==> config.mk <==
export PLATFORM = sky130hd
export DESIGN_NAME = pipe_hazard_ctrl
export DESIGN_NICKNAME = d
export VERILOG_FILES = /design/src/rtl/pipe_hazard_ctrl.sv
export SDC_FILE = /design/constraint.sdc
export NUM_CORES = 1
export LEC_CHECK = 0
export ABC_CLOCK_PERIOD_IN_PS = 3700
export BUFFER_PORTS_ARGS = -buffer_cell sky130_fd_sc_hd__buf_2
export CELL_PAD_IN_SITES_DETAIL_PLACEMENT = 0
export CELL_PAD_IN_SITES_GLOBAL_PLACEMENT = 1
export CORE_MARGIN = 2
export CORE_UTILIZATION = 28
export DETAILED_ROUTE_END_ITERATION = 7
export PLACE_DENSITY = 0.89
export SETUP_SLACK_MARGIN = 0.4
export SYNTH_ARGS = -nofsm -noshare
export SYNTH_HDL_FRONTEND = slang
export SYNTH_SLANG_ARGS = --single-unit
==> constraint.sdc <==
create_clock -name clk -period 3.7 [get_ports clk]
set_input_delay 0.37 -clock clk [delete_from_list [all_inputs] [get_ports clk]]
set_output_delay 0.37 -clock clk [all_outputs]
set_load 0.02 [all_outputs]
==> src/rtl/pipe_hazard_ctrl.sv <==
// Pipeline hazard controller: sequences start-up, then drives the load
// enables and bubble flushes of a 5-stage pipeline from dmem, branch,
// load-use and imem hazards (priority in that order).
// Optional build macro: PIPE_HAZARD_CTRL_PERF_EN enables the stall/flush
// performance counters; without it both counter ports are tied to 0.
module pipe_hazard_ctrl #(
  parameter int unsigned MAX_WAIT = 15
) (
  input  logic        clk,
  input  logic        rst_n,
  input  logic [4:0]  id_rs1,
  input  logic [4:0]  id_rs2,
  input  logic        id_use_rs1,
  input  logic        id_use_rs2,
  input  logic        ex_mem_read,
  input  logic [4:0]  ex_rd,
  input  logic        branch_taken,
  input  logic        imem_ready,
  input  logic        dmem_req,
  input  logic        dmem_ready,
  output logic        pc_en,
  output logic        if_id_en,
  output logic        id_ex_en,
  output logic        ex_mem_en,
  output logic        mem_wb_en,
  output logic        if_id_flush,
  output logic        id_ex_flush,
  output logic        ex_mem_flush,
  output logic        mem_wb_flush,
  output logic        dmem_timeout,
  output logic [31:0] stall_cnt,
  output logic [31:0] flush_cnt
);

  typedef enum logic [1:0] {IDLE, INIT, RUN, MEM_WAIT} state_t;

  state_t     state_reg, state_next;
  logic [7:0] wait_cnt_reg, wait_cnt_next;
  logic       load_use;
  logic       run_rules;

  // A load in EX whose destination feeds an operand the ID instruction reads;
  // x0 is hard-wired zero and never creates a dependency.
  assign load_use = ex_mem_read && (ex_rd != 5'd0) &&
                    ((id_use_rs1 && (id_rs1 == ex_rd)) ||
                     (id_use_rs2 && (id_rs2 == ex_rd)));

  // State and dmem wait counter registers
  always_ff @(posedge clk or negedge rst_n) begin
    if (!rst_n) begin
      state_reg    <= IDLE;
      wait_cnt_reg <= 8'd0;
    end else begin
      state_reg    <= state_next;
      wait_cnt_reg <= wait_cnt_next;
    end
  end

  // Next-state and combinational decode of enables/flushes
  always_comb begin
    state_next    = state_reg;
    wait_cnt_next = wait_cnt_reg;
    run_rules     = 1'b0;
    pc_en         = 1'b0;
    if_id_en      = 1'b0;
    id_ex_en      = 1'b0;
    ex_mem_en     = 1'b0;
    mem_wb_en     = 1'b0;
    if_id_flush   = 1'b0;
    id_ex_flush   = 1'b0;
    ex_mem_flush  = 1'b0;
    mem_wb_flush  = 1'b0;
    dmem_timeout  = 1'b0;

    case (state_reg)
      IDLE: begin
        wait_cnt_next = 8'd0;
        state_next    = INIT;
      end
      INIT: begin
        // Bubble every pipeline register once; a flush needs its enable too.
        if_id_en     = 1'b1;
        id_ex_en     = 1'b1;
        ex_mem_en    = 1'b1;
        mem_wb_en    = 1'b1;
        if_id_flush  = 1'b1;
        id_ex_flush  = 1'b1;
        ex_mem_flush = 1'b1;
        mem_wb_flush = 1'b1;
        state_next   = RUN;
      end
      RUN: begin
        if (dmem_req && !dmem_ready) begin
          mem_wb_en     = 1'b1;
          mem_wb_flush  = 1'b1;
          wait_cnt_next = 8'd1;
          state_next    = MEM_WAIT;
        end else begin
          run_rules = 1'b1;
        end
      end
      MEM_WAIT: begin
        if (dmem_ready) begin
          // Memory answered: this cycle already behaves as a normal RUN cycle.
          run_rules     = 1'b1;
          wait_cnt_next = 8'd0;
          state_next    = RUN;
        end else begin
          mem_wb_en    = 1'b1;
          mem_wb_flush = 1'b1;
          if (wait_cnt_reg == 8'(MAX_WAIT)) begin
            // Give up: kill the stuck access in EX/MEM and resume.
            dmem_timeout  = 1'b1;
            ex_mem_en     = 1'b1;
            ex_mem_flush  = 1'b1;
            wait_cnt_next = 8'd0;
            state_next    = RUN;
          end else begin
            wait_cnt_next = wait_cnt_reg + 8'd1;
          end
        end
      end
      default: begin
        state_next    = IDLE;
        wait_cnt_next = 8'd0;
      end
    endcase

    if (run_rules) begin
      pc_en     = 1'b1;
      if_id_en  = 1'b1;
      id_ex_en  = 1'b1;
      ex_mem_en = 1'b1;
      mem_wb_en = 1'b1;
      if (branch_taken) begin
        if_id_flush = 1'b1;
        id_ex_flush = 1'b1;
      end else if (load_use) begin
        pc_en       = 1'b0;
        if_id_en    = 1'b0;
        id_ex_flush = 1'b1;
      end else if (!imem_ready) begin
        pc_en       = 1'b0;
        if_id_flush = 1'b1;
      end
    end
  end

`ifdef PIPE_HAZARD_CTRL_PERF_EN
  logic [31:0] stall_cnt_reg;
  logic [31:0] flush_cnt_reg;
  logic        active;

  assign active = (state_reg == RUN) || (state_reg == MEM_WAIT);

  // Performance counters: frozen-PC cycles and branch redirects (wrap freely)
  always_ff @(posedge clk or negedge rst_n) begin
    if (!rst_n) begin
      stall_cnt_reg <= 32'd0;
      flush_cnt_reg <= 32'd0;
    end else begin
      if (active && !pc_en)
        stall_cnt_reg <= stall_cnt_reg + 32'd1;
      // Only a branch redirect flushes IF/ID and ID/EX while the PC advances.
      if (active && pc_en && if_id_flush && id_ex_flush)
        flush_cnt_reg <= flush_cnt_reg + 32'd1;
    end
  end

  assign stall_cnt = stall_cnt_reg;
  assign flush_cnt = flush_cnt_reg;
`else
  assign stall_cnt = 32'd0;
  assign flush_cnt = 32'd0;
`endif

endmodule

==> Yosys cells after proc, flatten, opt, wreduce, memory -nomap -nowiden <==
Index checks and enable logic that the tools add are counted.
{ "op_classes": {"add_sub_neg": 1, "multipliers": 0, "div_mod_pow": 0, "n_lt_le_gt_ge": 0, "eq_ne": 8, "n_shift": 0, "n_mux": 36, "bitwise_logic": 0, "n_reduce_logical": 12} }
{ "op_table": {"columns": ["cell", "n"], "rows": [
  ["1-bit 2-to-1 mux", 25],
  ["8-bit 2-to-1 mux", 3],
  ["8-bit one-hot mux with 3 select lines", 1],
  ["5-bit equality test", 2],
  ["8-bit by 1-bit adder with 8-bit output (second input constant)", 1],
  ["8-bit by 4-bit equality test with 1-bit output (second input constant)", 1],
  ["2-bit one-hot mux with 4 select lines", 1],
  ["2-bit 2-to-1 mux", 3],
  ["1-bit logical AND", 5],
  ["5-bit nonzero test", 1],
  ["2-bit equality test (second input constant)", 2],
  ["1-bit one-hot mux with 2 select lines", 2],
  ["2-bit AND reduction", 2],
  ["3-bit != test (second input constant)", 1],
  ["1-bit one-hot mux with 3 select lines", 1],
  ["3-bit nonzero test", 1],
  ["2-bit by 1-bit equality test with 1-bit output (second input constant)", 1],
  ["2-bit logical NOT", 1],
  ["2-bit != test (second input constant)", 1],
  ["1-bit logical NOT", 1],
  ["1-bit logical OR", 1]
]} }
{ "word_totals": {"ff_bits": 10, "latchBits": 0, "mem_bits_rw": 0, "romBits": 0, "input_bits": 24, "wordCells": 59, "mem_count": 0} }

==> Longest topological paths before layout <==
{ "logic_depth": {"depth_word": 7, "depth_mapped": 7, "depth_no_buf": 6} }

==> Least setup slack after synthesis <==
OpenSTA, ideal clock, no wires.
{ "synth_timing": {"path_kind": "input to output", "from": "input ex_rd[1]", "to": "output if_id_flush", "arrival_ns": 1.729, "slack_ns": 1.601, "stages": 4, "cell_sequence": "or4_4 o21ai_4 nor3_1 a221oi_1"} }
{ "synth_via": {"elab_chain_cells": 7, "elab_cells_between_ends": 11, "classes_between": "eq/ne (2); mux (3); reduce/logical (6)"} }
{ "synth_lines": {"columns": ["element", "line", "rtl"], "rows": [
  ["start: declaration", "16", "input logic [4:0] ex_rd,"],
  ["5-bit equality test, on equally long branches", "45, 46", null],
  ["1-bit logical AND, on equally long branches", "45, 46", null],
  ["1-bit logical OR", "45", "((id_use_rs1 && (id_rs1 == ex_rd)) ||"],
  ["1-bit logical AND *", "44", "assign load_use = ex_mem_read && (ex_rd != 5'd0) &&"],
  ["1-bit 2-to-1 mux *", "138", "end else if (load_use) begin"],
  ["1-bit 2-to-1 mux *", "135", "if (branch_taken) begin"],
  ["1-bit 2-to-1 mux *", "129", "if (run_rules) begin"],
  ["end: declaration", "26", "output logic if_id_flush,"]
]} }
Mark *: on every way between the ends. The rest lies on a longest branch, timed or not.

==> Worst setup path after layout <==
{ "layout_timing": {"from": "register wait_cnt_reg[0]", "to": "output ex_mem_flush"} }
{ "layout_via": {"elab_chain_cells": 4} }
{ "layout_lines": {"columns": ["element", "line", "rtl"], "rows": [
  ["start: declaration", "38", "logic [7:0] wait_cnt_reg, wait_cnt_next;"],
  ["start signal: assignment", "55", "wait_cnt_reg <= wait_cnt_next;"],
  ["8-bit by 4-bit equality test with 1-bit output", "111", "if (wait_cnt_reg == 8'(MAX_WAIT)) begin"],
  ["1-bit 2-to-1 mux", "111", null],
  ["1-bit 2-to-1 mux", "103", "if (dmem_ready) begin"],
  ["1-bit one-hot mux with 2 select lines", "75", "case (state_reg)"],
  ["end: declaration", "28", "output logic ex_mem_flush,"]
]} }
No other way between the ends.

==> summary.txt <==
Cts repair resizes - 0
Area share of the largest cell type after synthesis - 38.13%
Routability cong. - 0.7293
Residual DRC count - 0
DRT met1 WL - 877 µm
Largest register FFs - 8
Fill cell total of the finished layout - 474
HPWL Detailed - 1839 µm
Commonest non-fill, non-tap cell in the layout - conb_1
Cell types occupying the most area after synthesis - buf_4, dfrtp_1, xnor2_1
Hold Crit Class - input port to flop
TNS Setup - 0 ns
CTS tree - built
Initial antenna violation count - 0
Chip Width - 71.08 µm
Drt wl/cell - 8.805 µm
First-pass GRT wire length - 3477 µm
Maximum vdd drop - 0.1536 mV
Total GRT Usage - 8.486%
Number of synthesis warnings - 0
Layout cells sized above 1 - 23.20%
Antenna-violating nets left - 0
Clock skew - 0.004255 ns
Sequential area share after synthesis - 19.86%
Post-CTS Hold Fix Bufs - 1
Area Overhead vs Synth - 3.376%
Startpoint Class - flop
Largest net degree at the start of global routing - 11
Leading area contributor after synthesis - buf_4
Final Hold Fails - 0
Initial Utilization - 28.94%
Mapped Area - 0.001260 mm²
PD cells - 314.5 mW/mm²
Input/output buffers - 33
Routed length on met2 - 1071 µm
Post-CTS setup buffer count - 0
CORE AREA - 0.004354 mm²
CTS Buffer Depth - 2
Placement Rows - 24
Area occupied by multi-input gates - 749.5 µm²
Nets - 220
Post-synthesis register bit count - 10
Kind of end point of the critical path - output port
Routed vias - 951
Final setup vio count - 0
# H-tree levels - 1
Routed vias/inst - 3.866
Max Clk Rate - 465.1 MHz
DRT iter0 DRCs - 56
Met3 WL - 212 µm
Drt total wl - 2166 µm
Die Y - 71.08 µm
Leak Pwr - 0.6935 nW
Final instance area - 0.001303 mm²
Reg area - 250.2 µm²
DR pass1 iterations - 4
Top Layer Used - met4
N_diodes - 0
Clk root buf - clkbuf_8
Status - completed
Reg clk slew, reported paths - 0.05 ns
Inserted Clock Buffers - 3
Period utilization - 58.11%
Util after Layout - 29.91%
Die Area - 0.005052 mm²
Slew Limit Fails - 0
Required time of the critical path - 3.33 ns
Skew-Pair Late Insertion Delay - 0.24 ns
RSZ-0062 raised after global routing - no
Max Cap Viol - 0
Placed Area - 0.001237 mm²
Setup CP Type - flop to output port
I/O Pins - 98
Vias in the first global route - 809
Worst EP arrival - 1.78 ns
Total power - 409.6 µW
Total congestion overflow - 0
Yosys cell types - 36
Average size of a mapped cell - 7.924 µm²
Fin crit period - 2.150 ns
Most frequent cells in the layout - conb_1, buf_2, o21ai_0, xnor2_1, dfrtp_1
Gate Count Post-Synth - 159
Largest fanout on the critical path - 7
TritonCTS Sinks - 10
[where the power goes]
part	switching, mW	internal [mW]
registers	0.0102	0.119
logic	0.102	0.0399
clock network	0.0448	0.0937
[Yosys cell counts, drive strengths merged]
master,n
a211oi,1
a21o,1
a21oi,5
a221o,2
a221oi,1
a22o,2
a31oi,1
and3,2
buf,65
clkbuf,1
conb,1
dfrtp,10
ha,1
inv,2
nand2,9
nand2b,3
nand3,2
nand3b,1
nand4,2
nor2,10
nor2b,2
nor3,3
nor4,1
o211a,1
o21a,1
o21ai,13
o22ai,1
o31ai,1
or2,3
or4,1
xnor2,10
[kinds of logic (layout without fill, tap and decap cells)]
kind of cell | after synthesis | after routing | synth area share, %
buf+inv | 68 | 40 | 39.42
simple gates | 39 | 39 | 16.29
compound gates | 30 | 30 | 16.19
xor+xnor | 10 | 10 | 6.951
flops | 10 | 10 | 19.86
fa+ha+maj | 1 | 1 | 0.9929
other cells | 1 | 64 | 0.2976
[layout make-up]
cell class / instances / area share [%]
Tap cell: 52 / 4.995
Sequential cell: 10 / 19.21
Inverter: 2 / 0.5764
Clock buffer: 4 / 4.227
Multi-Input combinational cell: 144 / 57.54
Timing Repair Buffer: 34 / 13.45
[stage by stage]
step	worst slack (ns)	hold slack [ns]	instances
6_report	1.550	0.4928	246
4_1_cts	1.527	0.4880	246
2_1_floorplan	1.601	0.07441	222
3_5_place_dp	1.599	0.2503	241
3_3_place_gp	1.590	0.2462	241
5_1_grt	1.387	0.5436	246
[per-layer routing]
layer,vias to the layer above,global-route usage (%)
met3,2,2.564
met4,0,1.258
li1,473,-
met5,-,0
met1,418,10.32
met2,58,15.06
[worst paths after layout]
path                                             startpoint                           to  slack [ns]  cells after the start
worst min-delay path                             dmem_ready  wait_cnt_reg[0]$_DFFE_PN0P_        0.49                      4
worst max register to register  wait_cnt_reg[0]$_DFFE_PN0P_  wait_cnt_reg[7]$_DFFE_PN0P_        2.03                      5
max in group asynchronous                             rst_n  wait_cnt_reg[6]$_DFFE_PN0P_        2.98                      2
worst max-delay path            wait_cnt_reg[0]$_DFFE_PN0P_                 ex_mem_flush        1.55                      6
min in group asynchronous                             rst_n  wait_cnt_reg[3]$_DFFE_PN0P_        0.52                      2
worst min register to register  wait_cnt_reg[3]$_DFFE_PN0P_  wait_cnt_reg[3]$_DFFE_PN0P_        0.51                      1
[worst max-delay path, stage by stage, from the launching register on]
cell	delay (ns)
dfrtp_1	0.40
ha_1	0.21
and3_1	0.31
nand2_1	0.07
or2_2	0.31
nand2_1	0.08
buf_2	0.16
Note: power is estimated with default switching activity, not from simulation.
